===== src/rtl/mips_pkg.sv =====
// Shared constants, op codes and FSM encoding for the MIPS multiply/divide unit.
package mips_pkg;

   localparam int unsigned WIDTH = 32;
   localparam int unsigned CNT_W = 5;

   localparam logic [1:0] OP_MULT  = 2'd0;
   localparam logic [1:0] OP_MULTU = 2'd1;
   localparam logic [1:0] OP_DIV   = 2'd2;
   localparam logic [1:0] OP_DIVU  = 2'd3;

   typedef enum logic [1:0] {
      ST_IDLE = 2'd0,
      ST_CALC = 2'd1,
      ST_FIX  = 2'd2
   } muldiv_state_e;

   // Magnitude of x; a negative value is negated only when it is treated as signed.
   function automatic logic [WIDTH-1:0] mag(input logic [WIDTH-1:0] x, input logic is_signed);
      return (is_signed && x[WIDTH-1]) ? WIDTH'(-x) : x;
   endfunction

endpackage


===== src/rtl/muldiv_step.sv =====
// One iteration of the multiply/divide datapath: shift-add (multiply) or
// restoring shift-subtract (divide) on a double-width accumulator.
module muldiv_step
   import mips_pkg::*;
(
   input  logic               i_div,
   input  logic [2*WIDTH-1:0] i_acc,
   input  logic [WIDTH-1:0]   i_operand,
   output logic [2*WIDTH-1:0] o_acc
);

   logic [WIDTH:0]     add_sum;
   logic [WIDTH+1:0]   sub_diff;
   logic [2*WIDTH-1:0] shl;

   always_comb begin
      // Multiply: acc = {partial, multiplier}; add multiplicand when LSB set, then shift right.
      add_sum  = (WIDTH+1)'(i_acc[2*WIDTH-1:WIDTH])
               + (i_acc[0] ? (WIDTH+1)'(i_operand) : (WIDTH+1)'(0));
      // Divide: acc = {remainder, quotient}; the shifted-out MSB keeps the trial 33 bits wide.
      shl      = {i_acc[2*WIDTH-2:0], 1'b0};
      sub_diff = (WIDTH+2)'(i_acc[2*WIDTH-1:WIDTH-1]) - (WIDTH+2)'(i_operand);

      if (i_div) begin
         o_acc = shl;
         if (!sub_diff[WIDTH+1]) begin
            o_acc[2*WIDTH-1:WIDTH] = sub_diff[WIDTH-1:0];
            o_acc[0]               = 1'b1;
         end
      end else begin
         o_acc = {add_sum, i_acc[WIDTH-1:1]};
      end
   end

endmodule


===== src/rtl/mips_muldiv.sv =====
// Iterative MULT/MULTU/DIV/DIVU unit with architectural HI/LO registers.
// Fixed 33-cycle latency: 32 magnitude iterations then one sign-fix cycle.
module mips_muldiv
   import mips_pkg::*;
(
   input  logic             i_clk,
   input  logic             i_rst,
   input  logic             i_start,
   input  logic [1:0]       i_op,
   input  logic [WIDTH-1:0] i_opa,
   input  logic [WIDTH-1:0] i_opb,
   input  logic             i_hi_we,
   input  logic             i_lo_we,
   input  logic [WIDTH-1:0] i_wdata,
   output logic             o_busy,
   output logic             o_done,
   output logic [WIDTH-1:0] o_hi,
   output logic [WIDTH-1:0] o_lo
);

   muldiv_state_e      state_q, state_d;
   logic [CNT_W-1:0]   cnt_q, cnt_d;
   logic [2*WIDTH-1:0] acc_q, acc_d;
   logic [WIDTH-1:0]   opd_q, opd_d;
   logic               div_q, div_d;
   logic               sgn_q_q, sgn_q_d;
   logic               sgn_r_q, sgn_r_d;
   logic [WIDTH-1:0]   hi_q, hi_d;
   logic [WIDTH-1:0]   lo_q, lo_d;
   logic               busy_q, busy_d;
   logic               done_q, done_d;

   logic [2*WIDTH-1:0] step_acc;

   // Operand decode for the start cycle.
   logic             st_signed;
   logic             st_div;
   logic             st_dbz;
   logic             st_sa;
   logic             st_sb;
   logic [WIDTH-1:0] st_amag;
   logic [WIDTH-1:0] st_bmag;

   assign st_signed = (i_op == OP_MULT) || (i_op == OP_DIV);
   assign st_div    = (i_op == OP_DIV) || (i_op == OP_DIVU);
   assign st_dbz    = st_div && (i_opb == '0);
   assign st_sa     = st_signed && i_opa[WIDTH-1];
   assign st_sb     = st_signed && i_opb[WIDTH-1];
   // Divide by zero runs unsigned with no correction: quotient saturates to all ones,
   // remainder ends up equal to the raw dividend.
   assign st_amag   = st_dbz ? i_opa : mag(i_opa, st_signed);
   assign st_bmag   = mag(i_opb, st_signed);

   // Sign-fixed results, used only in FIX.
   logic [2*WIDTH-1:0] fix_prod;
   logic [WIDTH-1:0]   fix_quot;
   logic [WIDTH-1:0]   fix_rem;

   assign fix_prod = sgn_q_q ? (2*WIDTH)'(-acc_q) : acc_q;
   assign fix_quot = sgn_q_q ? WIDTH'(-acc_q[WIDTH-1:0]) : acc_q[WIDTH-1:0];
   assign fix_rem  = sgn_r_q ? WIDTH'(-acc_q[2*WIDTH-1:WIDTH]) : acc_q[2*WIDTH-1:WIDTH];

   muldiv_step u_step (
      .i_div     (div_q),
      .i_acc     (acc_q),
      .i_operand (opd_q),
      .o_acc     (step_acc)
   );

   // State register and datapath registers.
   always_ff @(posedge i_clk) begin
      if (i_rst) begin
         state_q <= ST_IDLE;
         cnt_q   <= '0;
         acc_q   <= '0;
         opd_q   <= '0;
         div_q   <= 1'b0;
         sgn_q_q <= 1'b0;
         sgn_r_q <= 1'b0;
         hi_q    <= '0;
         lo_q    <= '0;
         busy_q  <= 1'b0;
         done_q  <= 1'b0;
      end else begin
         state_q <= state_d;
         cnt_q   <= cnt_d;
         acc_q   <= acc_d;
         opd_q   <= opd_d;
         div_q   <= div_d;
         sgn_q_q <= sgn_q_d;
         sgn_r_q <= sgn_r_d;
         hi_q    <= hi_d;
         lo_q    <= lo_d;
         busy_q  <= busy_d;
         done_q  <= done_d;
      end
   end

   // Next-state logic.
   always_comb begin
      state_d = state_q;
      unique case (state_q)
         ST_IDLE: if (i_start) state_d = ST_CALC;
         ST_CALC: if (cnt_q == CNT_W'(WIDTH-1)) state_d = ST_FIX;
         ST_FIX:  state_d = ST_IDLE;
         default: state_d = ST_IDLE;
      endcase
   end

   // Datapath and output register updates per state.
   always_comb begin
      cnt_d   = cnt_q;
      acc_d   = acc_q;
      opd_d   = opd_q;
      div_d   = div_q;
      sgn_q_d = sgn_q_q;
      sgn_r_d = sgn_r_q;
      hi_d    = hi_q;
      lo_d    = lo_q;
      busy_d  = busy_q;
      done_d  = 1'b0;

      unique case (state_q)
         ST_IDLE: begin
            if (i_start) begin
               div_d   = st_div;
               sgn_q_d = !st_dbz && (st_sa ^ st_sb);
               sgn_r_d = !st_dbz && st_sa;
               acc_d   = {{WIDTH{1'b0}}, (st_div ? st_amag : st_bmag)};
               opd_d   = st_div ? st_bmag : st_amag;
               cnt_d   = '0;
               busy_d  = 1'b1;
            end else begin
               if (i_hi_we) hi_d = i_wdata;
               if (i_lo_we) lo_d = i_wdata;
            end
         end
         ST_CALC: begin
            acc_d = step_acc;
            cnt_d = cnt_q + CNT_W'(1);
         end
         ST_FIX: begin
            if (div_q) begin
               hi_d = fix_rem;
               lo_d = fix_quot;
            end else begin
               hi_d = fix_prod[2*WIDTH-1:WIDTH];
               lo_d = fix_prod[WIDTH-1:0];
            end
            busy_d = 1'b0;
            done_d = 1'b1;
         end
         default: begin
            busy_d = 1'b0;
         end
      endcase
   end

   assign o_busy = busy_q;
   assign o_done = done_q;
   assign o_hi   = hi_q;
   assign o_lo   = lo_q;

endmodule


===== config.mk =====
export PLATFORM = sky130hd
export DESIGN_NAME = mips_muldiv
export DESIGN_NICKNAME = d
export VERILOG_FILES = /design/src/rtl/mips_pkg.sv /design/src/rtl/muldiv_step.sv /design/src/rtl/mips_muldiv.sv
export SDC_FILE = /design/constraint.sdc
export NUM_CORES = 1
export LEC_CHECK = 0
export ABC_AREA = 1
export CAP_MARGIN = 30
export CORE_UTILIZATION = 26
export DETAILED_ROUTE_END_ITERATION = 12
export SYNTH_ARGS = -nofsm -noshare
export SYNTH_HDL_FRONTEND = slang
export SYNTH_SLANG_ARGS = --single-unit

===== constraint.sdc =====
create_clock -name i_clk -period 3.6 [get_ports i_clk]
set_input_delay 0.72 -clock i_clk [delete_from_list [all_inputs] [get_ports i_clk]]
set_output_delay 0.72 -clock i_clk [all_outputs]
set_load 0.1 [all_outputs]

Word level (Yosys, flattened, before mapping)
Index checks and enable logic that the tools add are counted.
{ "op_classes": {"bitwise_logic": 2, "addsub": 8, "n_reduce_logical": 19, "n_eq_ne": 10, "mux": 30} }
{ "ops": {"columns": ["cell", "n"], "rows": [
  ["two-way mux 32 bit", 15],
  ["two-way mux 64 bit", 3],
  ["negation 32 bit", 4],
  ["case mux 32 bit (2 select lines)", 2],
  ["case mux 64 bit (2 select lines)", 1],
  ["negation 64 bit", 1],
  ["subtractor 33 x 32 -> 34 bit", 1],
  ["adder 32 x 33 -> 33 bit", 1],
  ["zero test 32 bit", 1],
  ["!= test 2 bit (second input constant)", 5],
  ["case mux 5 bit (2 select lines)", 1],
  ["AND reduction 2 bit", 4],
  ["equality test 2 bit (second input constant)", 3],
  ["AND reduction 3 bit", 2],
  ["adder 5 x 1 -> 5 bit (second input constant)", 1],
  ["equality test 5 bit (second input constant)", 1],
  ["logical AND 1 bit", 5],
  ["two-way mux 5 bit", 1],
  ["zero test 2 bit", 2],
  ["two-way mux 2 bit", 2],
  ["case mux 2 bit (2 select lines)", 1],
  ["nonzero test 2 bit", 2],
  ["two-way mux 1 bit", 3],
  ["equality test 2 x 1 -> 1 bit (second input constant)", 1],
  ["other kinds (5)", 6]
]} }
{ "word_totals": {"inputBits": 103, "ff_bits": 172, "elab_cells": 80} }

Depth between registers and ports, before layout
{ "logic_depth": {"word_depth": 8, "depth_mapped": 22} }

Cells and area by module
Synthesis repeated with hierarchy kept, for this count alone.
{ "hier_totals": {"cells_unflattened": 3302, "hier_area_um2": 18425.2} }
{ "modules_own_cells": {"columns": ["mod", "cells_each", "area_per_inst_um2", "seq_area_each_um2", "n_inst"], "rows": [
  ["mips_muldiv", 2031, 12273.0, 3443.3, 1],
  ["muldiv_step", 1271, 6152.2, 0.0, 1]
]} }

Least setup slack after synthesis
Ideal clock, no wire load.
{ "synth_path": {"path_kind": "flip-flop to flip-flop", "startpoint": "register acc_q[0]", "endpoint": "register acc_q[53]", "t_arrival_ps": 2403, "required_time_ps": 3468, "path_buffers": 2, "path_slack_ps": 1065, "stages_incl_launch_ff": 22, "path_cell_list": "dfxtp_1 buf_2 clkbuf_1 nand2_1 inv_1 ha_1 inv_1 fa_1 inv_1 nand3_1 nand3_1 nand2_1 nand2_1 nand2_1 nand2_1 nand2_1 nand3_1 nand3_1 nand2_1 inv_1 nand2_1 a21oi_1"} }
{ "synth_via": {"elab_chain_len": 4} }
{ "synth_lines": {"columns": ["element", "line", "text"], "rows": [
  ["from (decl)", "mips_muldiv.sv:23", "logic [2*WIDTH-1:0] acc_q, acc_d;"],
  ["from (signal assigned)", "mips_muldiv.sv:75", "acc_q <= '0;"],
  ["from (signal assigned)", "mips_muldiv.sv:87", "acc_q <= acc_d;"],
  ["two-way mux 32 bit", "muldiv_step.sv:19", "+ (i_acc[0] ? (WIDTH+1)'(i_operand) : (WIDTH+1)'(0));"],
  ["adder 32 x 33 -> 33 bit", "muldiv_step.sv:19", null],
  ["two-way mux 64 bit", "muldiv_step.sv:24", "if (i_div) begin"],
  ["case mux 64 bit (2 select lines)", "mips_muldiv.sv:123", "unique case (state_q)"]
]} }
No other way between the ends.
A chain may end at the register's enable or synchronous reset.

Final worst setup path
Same ends and word-level chain as after synthesis.

==> results.toml <==
[pwr]
ir_drop_mv = 0.318
leakage_uw = 0.0101
power.density_nw_per_um2 = 352
total_power_uw = 7410

[routing]
dr_wl_met2_um = 33100
drt_iter0_markers = 2565
drt-total-wl_um = 80300
drc_errors = 0
wl_per_cell_um = 19.1
via_count = 21500
drtAntennaViolNets = 0
viasPerCell = 5.12
dr.max_layer_used = "met4"
drt-met1-wl_um = 37600
met3_wirelength_um = 8060
first_pass_iters = 7

[sta]
skew_ns = 0.0166
finalHoldViolCount = 0
fin_crit_sh_pct = 87.6
max_freq_mhz = 317
maxSlewViolCount = 0
rsz0062_at_grt = "no"
setup_tns_ns = 0
worst_pin_slew_ns = 1.06
finalSetupViolCount = 0
slew-limit-headroom_pct = 28.8
period_minus_slack_ns = 3.15

[worst_hold_path]
hold_class = "reg2reg"

[synthesis]
async_reset_ff_share_pct = 0
synth_cell_types = 56
syn-num-nets = 3347
synthTopCellsByCount = "974 x nand2_1, 425 x inv_1, 304 x nand3_1"
avgSynthCellArea_um2 = 5.54
synthCells = 3172
synth_most_common_cell = "nand2_1"
synth_compound_area_share_pct = 19.0
synthMuxAreaShare_pct = 0
synth_edf_count = 0
synth_top_family_by_area = "simple AND/OR/NAND/NOR gates"
synthAdderAreaFrac_pct = 5.22
synth_top_area_cell = "nand2_1"
synthesis.area_um2 = 17600
ys_ff_latch = 172
synth_top_area_share_pct = 20.8
synth_xor_area_share_pct = 3.39
synth_simple_gate_area_share_pct = 40.4
yosys-top-cells-area = "nand2_1 21%, dfxtp_1 20%, inv_1 9.1%"
yosysWarnings = 0
ys.flop_type = "dfxtp_1"
ys_seq_area_share_pct = 19.6

[clock_network]
cts_tree = "yes"
clk_latency_ns = 0.47
cts_sinks = 172
clk_pin_slew_ns = 0.07
cts_buffer_depth = 2
postCtsSetupRepairBufs = 0
cts_max_level = 4
cts_hold_buf = 0
cts_resized = 0
numCtsBuffers = 17
cts_root_buf = "clkbuf_16"

[global_routing]
grt_pass1_vias = 18900
grt_overflow_total = 0
globalRouteTotalUtil_pct = 22.9
grt_pass1_wl_um = 119000
grt_max_degree = 68
antenna_found_initial = 3

[placement]
hpwl_um = 65500
gp_congestion = 1.00
portBuffers = 168

[layout]
drive_gt1_share_pct = 5.40
fillers = 7544
antenna_cells = 0
nets = 3497
synthToLayoutAreaGrowth_pct = 20.0

[floorplan]
core_um2 = 66300
die_w_um = 262
die_h_um = 262
row_count = 94
dieArea_um2 = 68600
start_util_pct = 26.5
ios = 169

[setup_path]
startpoint_type = "register"
crit_fanout = 34
end_kind = "register"
crit_required_ns = 3.90
critPathArrivalTime_ns = 3.46
worstSetupPathType = "reg2reg"

[flow_run]
drv_cap = 0

[status]
outcome = "complete, no violations"
[final cells by class]
class / count / area [um2] / share of cell area, %
clock buffers: 20 / 447 / 2.12
clock inverters: 12 / 163 / 0.772
inverters: 437 / 1640 / 7.78
multi-input cells: 2442 / 12000 / 56.7
flip-flops and latches: 172 / 3440 / 16.3
well taps: 864 / 1080 / 5.13
repair buffers: 252 / 2340 / 11.1
[state kept, by name, indices dropped and copies added (netlist names)]
register / cells
acc_q: 64
o_hi: 32
o_lo: 32
opd_q: 32
cnt_q: 5
state_q: 2
div_q: 1
o_busy: 1
o_done: 1
sgn_q_q: 1
sgn_r_q: 1
[through the flow]
| step | hold WS, ns | setup slack [ns] | utilization, % | cells | instance area, um2 |
|---|---|---|---|---|---|
| 3_5_place_dp | 0.460 | 0.0596 | 30.9 | 4167 | 20500 |
| 4_1_cts | 0.470 | 0.489 | 31.8 | 4199 | 21100 |
| 2_1_floorplan | 0.444 | 1.06 | - | 3172 | 17600 |
| 5_1_grt | 0.514 | 0.203 | 31.8 | 4199 | 21100 |
| 3_3_place_gp | 0.454 | 0.133 | 30.8 | 4166 | 20400 |
| 6_report | 0.472 | 0.446 | 31.8 | 4199 | 21100 |
[worst max-delay path: stages (launching register included)]
cell,delay (ns)
dfxtp_1,0.33
buf_4,0.41
nand2_1,0.20
fa_1,0.57
inv_1,0.17
nand3_1,0.08
nand3_1,0.22
nand2_1,0.08
nand2_1,0.10
nand2_1,0.09
nand2_1,0.15
nand2_1,0.10
nand3_1,0.07
nand3_1,0.15
nand2_1,0.09
inv_1,0.05
nand2_1,0.06
a21oi_1,0.06
[report_power, final]
part,switching (uW),leakage [uW],internal (uW)
combinational,2250,0.00840,940
sequential,168,0.00141,2030
clock,907,0.000285,1120
[cell usage in the layout (no fill, tap or decap), types with 8 or more instances in the layout]
master and instances:
a21oi_1 247, a22oi_1 19, a31oi_1 8, buf_4 87
clkbuf_16 17, clkdlybuf4s50_1 159, dfxtp_1 171, ha_1 70
inv_1 423, inv_2 9, nand2_1 974, nand3_1 304
nand4_1 53, nor2_1 259, nor2_2 10, nor3_1 33
o211ai_1 15, o21ai_0 264, o21ai_1 16, o21bai_1 21
or2_2 8, xnor2_1 9, xor2_1 59
[cell families (layout without fill, tap and decap cells)]
kind of cell	after synthesis	count (layout)
AO/OA/AOI/OAI	619	619
XOR/XNOR	68	68
adder cells (fa/ha/maj)	72	72
buffers and inverters	558	721
flip-flops	172	172
AND/OR/NAND/NOR	1683	1683
[routing by layer]
metal  track usage (%)  up-vias
met5                 0        -
met4              4.73        0
met3              5.03       86
met2              33.3      964
met1              34.1     9853
li1                  -    10600
[final timing paths]
kind / start / slack [ns] / to / cells after the start
setup / recovery: acc_q[0]$_SDFFE_PP0P_ / 0.45 / acc_q[53]$_SDFFE_PP0P_ / 17
hold / removal: cnt_q[3]$_SDFFE_PP0P_ / 0.47 / cnt_q[3]$_SDFFE_PP0P_ / 2
setup reg to reg: acc_q[0]$_SDFFE_PP0P_ / 0.45 / acc_q[53]$_SDFFE_PP0P_ / 17
hold reg to reg: cnt_q[3]$_SDFFE_PP0P_ / 0.47 / cnt_q[3]$_SDFFE_PP0P_ / 2
Power figures use the tool's default switching activity.
